### config.mk
export PLATFORM = sky130hd
export DESIGN_NAME = fifo_rd_unpack_32to16
export DESIGN_NICKNAME = d
export VERILOG_FILES = /design/src/rtl/fifo_rd_unpack_32to16.sv
export SDC_FILE = /design/constraint.sdc
export NUM_CORES = 1
export LEC_CHECK = 0
export CAP_MARGIN = 20
export CORE_ASPECT_RATIO = 2
export CORE_MARGIN = 1
export CORE_UTILIZATION = 45
export CTS_BUF_LIST = sky130_fd_sc_hd__clkbuf_8
export CTS_CLUSTER_SIZE = 40
export DETAILED_ROUTE_END_ITERATION = 8
export DONT_BUFFER_PORTS = 1
export GPL_ROUTABILITY_DRIVEN = 0
export HOLD_SLACK_MARGIN = 0.1
export SYNTH_ARGS = -nofsm -noshare
export SYNTH_HDL_FRONTEND = slang
export SYNTH_SLANG_ARGS = --single-unit
export TNS_END_PERCENT = 20
### constraint.sdc
create_clock -name CLK -period 3.25 [get_ports CLK]
set_clock_uncertainty 0.1 [all_clocks]
set_input_delay 0.4875 -clock CLK [delete_from_list [all_inputs] [get_ports CLK]]
set_output_delay 0.4875 -clock CLK [all_outputs]
set_load 0.02 [all_outputs]
### src/rtl/fifo_rd_unpack_32to16.sv
// fifo_rd_unpack_32to16
// Pops 32-bit words from an LSRAM FIFO read port and re-emits them as a
// 16-bit halfword stream with valid/ready handshake. A 2-entry word buffer
// absorbs the FIFO read latency so one halfword per cycle is sustained.
//
// Parameters:
//   RD_LATENCY  cycles from FIFO_RE to FIFO_DATA valid (1 or 2)
//   LOW_FIRST   1: emit FIFO_DATA[15:0] first, 0: emit [31:16] first
// Ports:
//   CLK, RESET_N        clock, async active-low reset
//   FLUSH               sync flush of buffer, phase and in-flight reads
//   FIFO_EMPTY/RE/DATA  FIFO read side
//   DOUT/VALID/READY    halfword output stream
//   PHASE               0 = first half of head word, 1 = second half
// Optional (macro FIFO_RD_UNPACK_STATS_EN):
//   HW_COUNT            transferred halfword count (wrapping)
//   UNDERRUN            sticky: consumer ready with no data after first transfer
module fifo_rd_unpack_32to16 #(
  parameter int unsigned RD_LATENCY = 1,
  parameter bit          LOW_FIRST  = 1'b1
) (
  input  logic        CLK,
  input  logic        RESET_N,
  input  logic        FLUSH,
  input  logic        FIFO_EMPTY,
  output logic        FIFO_RE,
  input  logic [31:0] FIFO_DATA,
  output logic [15:0] DOUT,
  output logic        DOUT_VALID,
  input  logic        DOUT_READY,
  output logic        PHASE
`ifdef FIFO_RD_UNPACK_STATS_EN
  ,
  output logic [15:0] HW_COUNT,
  output logic        UNDERRUN
`endif
);

  localparam int unsigned WORD_W = 32;
  localparam int unsigned HALF_W = 16;
  localparam int unsigned OCC_W  = 2;

  typedef enum logic {
    HALF_A = 1'b0,
    HALF_B = 1'b1
  } phase_t;

  phase_t                  phase_q;
  logic                    run_q;
  logic [RD_LATENCY-1:0]   inflight_q;
  logic [OCC_W-1:0]        occ_q;
  logic [WORD_W-1:0]       head_q;
  logic [WORD_W-1:0]       tail_q;
  logic [OCC_W-1:0]        inflight_cnt;
  logic [OCC_W:0]          committed;
  logic                    xfer;
  logic                    pop;
  logic                    wr;

  // Number of reads issued whose data has not yet returned
  always_comb begin
    inflight_cnt = '0;
    for (int i = 0; i < int'(RD_LATENCY); i++) begin
      inflight_cnt = inflight_cnt + OCC_W'(inflight_q[i]);
    end
  end

  assign DOUT_VALID = (occ_q != '0);
  assign PHASE      = (phase_q == HALF_B);
  assign xfer       = DOUT_VALID && DOUT_READY;
  assign pop        = xfer && (phase_q == HALF_B);
  // Returning data is dropped during FLUSH; earlier in-flight reads lose their tag
  assign wr         = inflight_q[RD_LATENCY-1] && !FLUSH;

  // Words owned by this block (buffered + in flight) after this cycle's pop
  assign committed  = (OCC_W+1)'(occ_q) + (OCC_W+1)'(inflight_cnt) - (OCC_W+1)'(pop);

  // run_q holds reads off until the first clock edge after reset release
  assign FIFO_RE    = run_q && !FIFO_EMPTY && !FLUSH && (committed < (OCC_W+1)'(2));

  // Halfword select from buffer head
  always_comb begin
    DOUT = '0;
    if (DOUT_VALID) begin
      DOUT = (PHASE == LOW_FIRST) ? head_q[WORD_W-1:HALF_W] : head_q[HALF_W-1:0];
    end
  end

  // Reset-release qualifier
  always_ff @(posedge CLK or negedge RESET_N) begin
    if (!RESET_N) run_q <= 1'b0;
    else          run_q <= 1'b1;
  end

  // Phase FSM, in-flight tracking and 2-entry word buffer
  always_ff @(posedge CLK or negedge RESET_N) begin
    if (!RESET_N) begin
      phase_q    <= HALF_A;
      inflight_q <= '0;
      occ_q      <= '0;
      head_q     <= '0;
      tail_q     <= '0;
    end else if (FLUSH) begin
      phase_q    <= HALF_A;
      inflight_q <= '0;
      occ_q      <= '0;
    end else begin
      inflight_q <= (inflight_q << 1) | RD_LATENCY'(FIFO_RE);
      if (xfer) begin
        phase_q <= (phase_q == HALF_A) ? HALF_B : HALF_A;
      end
      case ({wr, pop})
        2'b11: begin
          // Write and pop together: occupancy unchanged, order preserved
          if (occ_q == OCC_W'(1)) begin
            head_q <= FIFO_DATA;
          end else begin
            head_q <= tail_q;
            tail_q <= FIFO_DATA;
          end
        end
        2'b10: begin
          if (occ_q == '0) head_q <= FIFO_DATA;
          else             tail_q <= FIFO_DATA;
          occ_q <= occ_q + OCC_W'(1);
        end
        2'b01: begin
          head_q <= tail_q;
          occ_q  <= occ_q - OCC_W'(1);
        end
        default: ;
      endcase
    end
  end

`ifdef FIFO_RD_UNPACK_STATS_EN
  logic seen_xfer_q;

  // Halfword counter and sticky underrun flag
  always_ff @(posedge CLK or negedge RESET_N) begin
    if (!RESET_N) begin
      HW_COUNT    <= '0;
      UNDERRUN    <= 1'b0;
      seen_xfer_q <= 1'b0;
    end else if (FLUSH) begin
      HW_COUNT    <= '0;
      UNDERRUN    <= 1'b0;
      seen_xfer_q <= 1'b0;
    end else begin
      if (xfer) begin
        HW_COUNT    <= HW_COUNT + 16'd1;
        seen_xfer_q <= 1'b1;
      end
      if (DOUT_READY && !DOUT_VALID && seen_xfer_q) begin
        UNDERRUN <= 1'b1;
      end
    end
  end
`endif

endmodule

==> metrics <==
outcome finished, final reports clean; Buf/Inv on CP 2; Yosys top cell area share between 40 and 50%; vias in the first global route roughly 2600; Clock Latency Late Sink approximately 350 ps; Post-Route Setup TNS 0 ps; WHS Path Cells 1; dominant cell type by area after synthesis dfrtp_1; final setup violation count 0; FF/Latch Area between 0.0015 and 0.002 mm²; Max Cap Viol 0; Synth Area in XOR/XNOR less than 1%; final wirelength between 9 and 10 mm; Mapped Nets between 300 and 400; R2R depth 9; IO Pins 56; Leak between 1.5 and 2 nW; via count 2589; slew margin rel. a little under three fifths; die height approximately 140 µm; Tcrit/Tclk final a little over nine tenths; # DRC 0; Area Overhead vs Synth 8.56%; Rows 48; share of cells above drive strength 1 a little over 30%; initial antenna violation count 0; Iter 0 DRT Violations about 150; Longest Clk Path Bufs 2; design area approximately 0.0044 mm²; worst setup margin around 180 ps; Startpoint Class flop; Vias/cell around 6.0; first-pass GRT wire length 14.1 mm; Num CTS Buffers 9; Cell Pwr Density between 600 and 700 mW/mm²; hold slack 175 ps; post-DP HPWL about 5.6 mm; Critical-path top delay cell fa_1; Die W between 60 and 70 µm; Layout Nets 370; worst vdd rail ir drop 0.386 mV; WP data arrival 2480 ps; CP cell instances inv_2 -> ha_4 -> nor2b_4 -> and2_4 -> ha_1 -> nand2b_1 -> fa_1 -> nand4bb_1 -> nor2_1 -> buf_4; Synth Area in Adders under 10%; Crit Path Class flop to output pin; Hold Crit Class input port to flop; CP peak stage delay about 480 ps; initial core utilization 46.5%; hold violation count in the final report 0; area fraction in compound gates after synthesis between 10% and 20%; Fillers about 770; Tot GR Track Use about a fifth; DP Worst Slack roughly 270 ps; clock-pin slew on the worst setup and hold paths ~80 ps; GRT overflow 0; Die Area between 0.009 and 0.01 mm²; Pwr Total approximately 2.7 mW; Syn Area/Cell ~12 µm²; core area 0.00865 mm²; Post-Synth Simple-Gate Area ~4%; largest family of logic cells by synthesized area multiplexers; RSZ-0062 raised after global routing false; Area contributors post-synth dfrtp_1 43%, mux2i_1 12%, mux2_4 11%; antenna fix cells 0; worst-margin pin slew between 600 and 700 ps; CTS tree built; Root Driver clkbuf_8; first-pass detailed-route iteration total 6; area of the multi-input gates around 0.0021 mm²; Crit Path Max Fanout 3; clk sinks between 60 and 70; most frequent cells in the layout 69 x dfrtp_1, 47 x mux2i_1, 33 x mux2_2, 32 x a21oi_1, 31 x a221oi_1; CP Capture Type output pin; synthesized netlist cell count 328; sequential element share of the synthesized area around 43%; CP top delay family adder cells; Yosys warning count 0; most common cell after layout, fill and taps aside dfrtp_1; fin cells 430; DP Area between 0.004 and 0.005 mm²; H-tree depth 3; dpl cells around 400; largest net degree at the start of global routing 70; synth unique cells 29; fmax about 330 MHz; Synth Cell Area roughly 0.004 mm²; number of I/O port buffers 0; Slew Limit Fails 0; CP Depth 10; Seq cells post-synth 69; Routed Antenna Nets 0; worst path required time ~2700 ps; mux share of post-synthesis cell area ~32%; min Tclk post-route 3070 ps; wire per inst 21.0 µm; Final Util between 50% and 60%
[path summary, 6_finish.rpt]
check / from / endpoint / slack [ps]
max: occ_q[0] / FIFO_RE / 180
min: FIFO_DATA[28] / tail_q[28] / 170
max reg2reg: occ_q[0] / tail_q[0] / 690
min reg2reg: head_q[2] / head_q[2] / 400
max in group asynchronous: RESET_N / head_q[8] / 2180
min in group asynchronous: RESET_N / tail_q[4] / 550
[registers in the layout (all words and copies together) (netlist names)]
register,count
inflight_q,1
run_q,1
PHASE,1
head_q,32
tail_q,32
occ_q,2
[cell usage after synthesis]
cell       count
dfrtp_1       69
mux2i_1       47
mux2_2        33
a21oi_1       32
a221oi_1      31
mux2_4        30
nor2_1        22
clkbuf_1      16
ha_1           7
buf_2          6
inv_1          5
buf_4          4
nor2b_1        4
buf_12         3
a211oi_1       2
and2_1         2
nand2b_1       2
xnor2_1        2
a221o_4        1
a31oi_1        1
buf_6          1
conb_1         1
fa_1           1
mux2_1         1
nand2_1        1
nand2b_4       1
nand4bb_1      1
o21ai_0        1
xor2_1         1
[per-layer routing]
layer,track usage [%],share of wire (%)
met5,0,0
met3,4.97,4.1
met1,25.8,41
met4,7.82,1.3
met2,35.1,53
[worst register-to-register path, delay by kind of cell (launching register included)]
family / cells / cell delay (ps)
compound gates: 1 / 630
fa+ha+maj: 2 / 390
buf+inv: 3 / 310
flops: 1 / 400
mux: 1 / 430
simple gates: 2 / 200
[cell type report]
type	instances	area share, %
clock buffer	11	3.47
multi-input combinational	224	48.4
clock inverter	5	1.69
tap	100	2.87
timing repair buffer	16	3.61
inverter	5	0.430
sequential	69	39.6
[report_power, final]
group	total, mW	switching, mW	internal [mW]
Sequential	1.27	0.156	1.11
Clock	0.801	0.332	0.469
Combinational	0.597	0.225	0.372
[kinds of logic (layout without fill, tap and decap cells)]
group / count (synthesis) / in the layout
other: 1 / 1
buffers and inverters: 35 / 37
DFF: 69 / 69
xor gates and xnor gates: 3 / 3
and+or+nand+nor: 33 / 33
muxes: 111 / 111
adders and majority gates: 8 / 8
AOI/OAI and AO/OA: 68 / 68
[timing repair]
action / in CTS / in global routing
gates resized for setup: 2 / 5
endpoints found under the setup margin: 1 / 1
pin swaps: 0 / 3
hold endpoints to repair: 72 / 0
hold buffers: 3 / 0
buffers inserted: 1 / 1
No activity file was read; power rests on OpenSTA's default activity.
